<file path="src/rtl/query_weight_dot_accumulator.sv">
// Streaming signed dot-product accumulator: IN_DEPTH beats of PARALLELISM lane products per result.
// Optional macro QUERY_DOT_ACC_RELU_EN clamps negative results to zero.
module query_weight_dot_accumulator #(
    parameter int DATA_IN_PRECISION_0  = 16,
    parameter int DATA_IN_PRECISION_1  = 3,
    parameter int WEIGHT_PRECISION_0   = 16,
    parameter int WEIGHT_PRECISION_1   = 3,
    parameter int PARALLELISM          = 1,
    parameter int IN_DEPTH             = 32,
    parameter int DATA_OUT_PRECISION_0 = DATA_IN_PRECISION_0 + WEIGHT_PRECISION_0
                                         + $clog2(PARALLELISM * IN_DEPTH),
    parameter int DATA_OUT_PRECISION_1 = DATA_IN_PRECISION_1 + WEIGHT_PRECISION_1
) (
    input  logic                                   clk,
    input  logic                                   rst,
    input  logic signed [DATA_IN_PRECISION_0-1:0]  data_in [PARALLELISM],
    input  logic                                   data_in_valid,
    output logic                                   data_in_ready,
    input  logic signed [WEIGHT_PRECISION_0-1:0]   weight [PARALLELISM],
    input  logic                                   weight_valid,
    output logic                                   weight_ready,
    output logic signed [DATA_OUT_PRECISION_0-1:0] data_out,
    output logic                                   data_out_valid,
    input  logic                                   data_out_ready
);

    localparam int DO_W   = DATA_OUT_PRECISION_0;
    localparam int PROD_W = DATA_IN_PRECISION_0 + WEIGHT_PRECISION_0;
    localparam int CNT_W  = (IN_DEPTH > 1) ? $clog2(IN_DEPTH) : 1;

    // The fixed-point result must still have at least one integer bit.
    if (DATA_OUT_PRECISION_1 >= DATA_OUT_PRECISION_0) begin : g_bad_frac
        $error("fraction bits exceed output width");
    end

    logic [CNT_W-1:0]       count_q, count_d;
    logic signed [DO_W-1:0] acc_q, acc_d;
    logic signed [DO_W-1:0] out_q, out_d;
    logic                   valid_q, valid_d;

    logic                   stall, fire, last_beat;
    logic signed [DO_W-1:0] beat_sum, total, result;

    // Handshake: both streams are taken together on fire; a held result blocks everything.
    assign stall         = valid_q & ~data_out_ready;
    assign fire          = data_in_valid & weight_valid & ~stall;
    assign data_in_ready = weight_valid & ~stall;
    assign weight_ready  = data_in_valid & ~stall;
    assign last_beat     = (count_q == CNT_W'(IN_DEPTH - 1));

    always_comb begin
        logic signed [PROD_W-1:0] prod;
        beat_sum = '0;
        prod     = '0;
        for (int i = 0; i < PARALLELISM; i++) begin
            prod     = PROD_W'(data_in[i]) * PROD_W'(weight[i]);
            beat_sum = beat_sum + DO_W'(prod);
        end
    end

    assign total = acc_q + beat_sum;

`ifdef QUERY_DOT_ACC_RELU_EN
    assign result = total[DO_W-1] ? '0 : total;
`else
    assign result = total;
`endif

    always_comb begin
        count_d = count_q;
        acc_d   = acc_q;
        out_d   = out_q;
        valid_d = valid_q;
        if (valid_q && data_out_ready) begin
            valid_d = 1'b0;
        end
        if (fire) begin
            if (last_beat) begin
                count_d = '0;
                acc_d   = '0;
                out_d   = result;
                valid_d = 1'b1;
            end else begin
                count_d = count_q + CNT_W'(1);
                acc_d   = total;
            end
        end
    end

    always_ff @(posedge clk) begin
        if (rst) begin
            count_q <= '0;
            acc_q   <= '0;
            out_q   <= '0;
            valid_q <= 1'b0;
        end else begin
            count_q <= count_d;
            acc_q   <= acc_d;
            out_q   <= out_d;
            valid_q <= valid_d;
        end
    end

    assign data_out       = out_q;
    assign data_out_valid = valid_q;

endmodule

</file>
<file path="config.mk">
export PLATFORM = sky130hd
export DESIGN_NAME = query_weight_dot_accumulator
export DESIGN_NICKNAME = d
export VERILOG_FILES = /design/src/rtl/query_weight_dot_accumulator.sv
export SDC_FILE = /design/constraint.sdc
export NUM_CORES = 1
export LEC_CHECK = 0
export ABC_AREA = 1
export CAP_MARGIN = 10
export CORE_MARGIN = 2
export CORE_UTILIZATION = 69
export DETAILED_ROUTE_END_ITERATION = 8
export GPL_TIMING_DRIVEN = 1
export PLACE_DENSITY = 0.93
export SYNTH_ARGS = -nofsm -noshare
export SYNTH_HDL_FRONTEND = slang
export SYNTH_SLANG_ARGS = --single-unit
</file>
<file path="constraint.sdc">
create_clock -name clk -period 17.8 [get_ports clk]
set_clock_uncertainty 0.1 [all_clocks]
set_input_delay 3.56 -clock clk [delete_from_list [all_inputs] [get_ports clk]]
set_output_delay 3.56 -clock clk [all_outputs]
set_load 0.01 [all_outputs]
</file>
==> qor.txt <==
Outcome: finished clean
Hold buffer count at CTS: 0
Worst EP arrival: 10.10 ns
YS warnings: 0
Layout area overhead: 7.50%
Most used DFF post-synth: dfxtp_1
Reg-to-reg startpoint: acc_q[15]
Num CTS Buffers: 9
Clock buffer depth: 2
Post-CTS Setup Inserts: 0
Maximum clock rate: 101 MHz
EDFF count, synth: 0
Worst Max-Slew Pin Slew: 1.17 ns
Critical-path maximum fanout: 16
Min-Delay Path Class: flop to flop
RSZ-0062 raised after global routing: false
Pre-antenna DRT Iters: 5
Ys async rst share: 0%
Avg WL per Cell: 17.2 microns
Setup crit start kind: primary input
Placer Congestion: 0.974
Critical path class: primary input to flop
Post-synthesis xor/xnor area fraction: 0.734%
Starting density of the core: 70.6%
Synth Area in Simple Gates: 19.0%
Crit path launch: weight[4]
Largest family of logic cells by synthesized area: adder cells
Reg2Reg Setup Slack: 12.80 ns
Multiplexer area fraction after synthesis: 0%
Area share of fa/ha/maj cells after synthesis: 50.0%
Synthesis-stage register bit count: 80
Critical Path Sink Type: flop
Row count: 54
DR iter-0 viols: 926
Avg Inst Size Synth: 7.77 sq um
WP data required: 17.96 ns
Final setup viols: 0
Worst slack, placed: 7.66 ns
Die Span Y: 154 microns
Slew Viols, Final: 0
Die Width: 154 microns
I/O pins: 77
Number of port buffers: 76
Worst slew margin: 21.6%
R2r worst-path depth: 19
Worst-Skew Late Latency: 0.34 ns
Sinks on the clock net: 80
Proportion of layout cells with a drive suffix above 1: 2.93%
Syn_nets: 2462
Vias: 12.7k
Reg2reg end: acc_q[20]
Clock transition at path regs: 0.06 ns
Vias in the first global route: 13.7k
Number of routed nets with antenna violations: 0
Mapped cell area: 0.0155 sq mm
Routed wire length: 39400 microns
GRT Total Usage: 34.9%
CORE AREA: 0.0220 sq mm
Initial antenna violation count: 0
Synth Instances: 1996
Antenna cells: 0
Fin crit share: 55.8%
Synth Area in Compound Gates: 4.19%
Clock H-tree levels: 3
First-pass GRT wire length: 65700 microns
Min Tclk post-route: 9.94 ns
Post_cts resized: 0
Largest net degree at the start of global routing: 45
Routed vias/inst: 5.56
Residual DRC: 0
Root Driver: clkbuf_16
Hpwl dp: 33800 microns
Post-synthesis sequential area ratio: 10.3%
Full die area: 0.0237 sq mm
# nets final: 2475
Setup TNS: 0 ns
Grt ovf: 0
Yosys cell types: 41
Critical path endpoint: acc_q[31]
Worst setup margin: 7.86 ns
CTS tree: built
Max Cap Viol: 0
Final hold violations: 0
-- how the worst min path moves through the flow --
stage	start	endpoint	slack (ns)	cells after the start
floorplan	count_q[2]	count_q[2]	0.33	1
global placement	data_out[1]	data_out[1]	0.33	2
detailed placement	data_out[1]	data_out[1]	0.33	2
CTS	data_out[1]	data_out[1]	0.35	2
global route	data_out[31]	data_out[31]	0.37	2
finish	data_out[1]	data_out[1]	0.34	2
-- metrics by stage --
stage,cell area [sq um],instances,hold slack (ns),util [%]
after floorplan,15500,1996,0.335,-
after global placement,16300,2278,0.329,74.4
after detailed placement,16300,2278,0.334,74.4
after CTS,16700,2293,0.349,75.9
after global routing,16700,2293,0.370,75.9
final,16700,2293,0.343,75.9
-- synth_stat cells (4+ instances only) --
library cell	count	area share [%]
inv_1	566	14
nand2_1	527	13
fa_1	318	41
ha_1	111	9.0
dfxtp_1	80	10
a21oi_1	72	2.3
clkbuf_1	64	1.5
nand3_1	62	2.0
nor2_1	62	1.5
o21ai_0	21	0.68
nor2_2	10	0.40
or2_2	10	0.40
nand3b_1	9	0.44
nand4_1	8	0.32
xnor2_1	8	0.45
nand2_2	7	0.28
a22o_1	6	0.34
buf_2	6	0.19
o21ai_1	6	0.19
o21bai_1	5	0.24
xor2_1	5	0.28
nand3b_2	4	0.29
-- layer usage --
| layer | GRT usage [%] | share of wire (%) | up-vias | routed length, microns |
|---|---|---|---|---|
| met5 | 0 | 0 | - | 0 |
| met4 | 15.0 | 4.4 | 0 | 1730 |
| met3 | 4.90 | 7.7 | 164 | 3020 |
| met2 | 61.0 | 50 | 638 | 19800 |
| met1 | 43.9 | 38 | 6196 | 14900 |
| li1 | - | - | 5740 | - |
-- placed cells by master (no fill, tap or decap), drive strengths merged, types with 28 or more instances in the layout --
cell	count
o21ai	28
ha	111
nand3	63
inv	570
clkdlybuf4s50	76
nor2	73
dfxtp	80
nand2	534
a21oi	75
fa	318
-- logic make-up after synthesis --
kind of cell | Yosys count
and+or+nand+nor | 712
xor gates and xnor gates | 13
DFF | 80
adders and majority gates | 429
AOI/OAI and AO/OA | 117
buffers and inverters | 645
-- layout make-up --
cell class                 count  area, sq um
clock buffer                   9          225
clock inverter                 6          116
fill                        1540         5280
inverter                     570         2140
multi-input combinational   1271        11500
sequential                    80         1600
tap                          280          350
timing repair buffer          77          768
-- flip-flops by register name, indices dropped and copies added (netlist names) --
| signal | cells |
|---|---|
| count_q | 5 |
| data_out | 37 |
| acc_q | 37 |
| data_out_valid | 1 |
-- critical path: stages --
cell and delay [ns]:
clkdlybuf4s50_1 0.95, nand2_1 0.27, inv_1 0.15, fa_1 0.47, fa_1 0.66, fa_1 0.65, inv_1 0.16, fa_1 0.51
inv_1 0.05, fa_1 0.48, inv_1 0.05, fa_1 0.49, inv_1 0.04, ha_1 0.37, nand2_1 0.12, nor2_1 0.24
nand2_1 0.13, nor4_1 0.17, nand2_1 0.16, nand3_1 0.15, nand3_1 0.09, a21oi_1 0.16
Power is not shown: default switching activity piles up to over one toggle a cycle in this logic, so the estimate is an artifact.
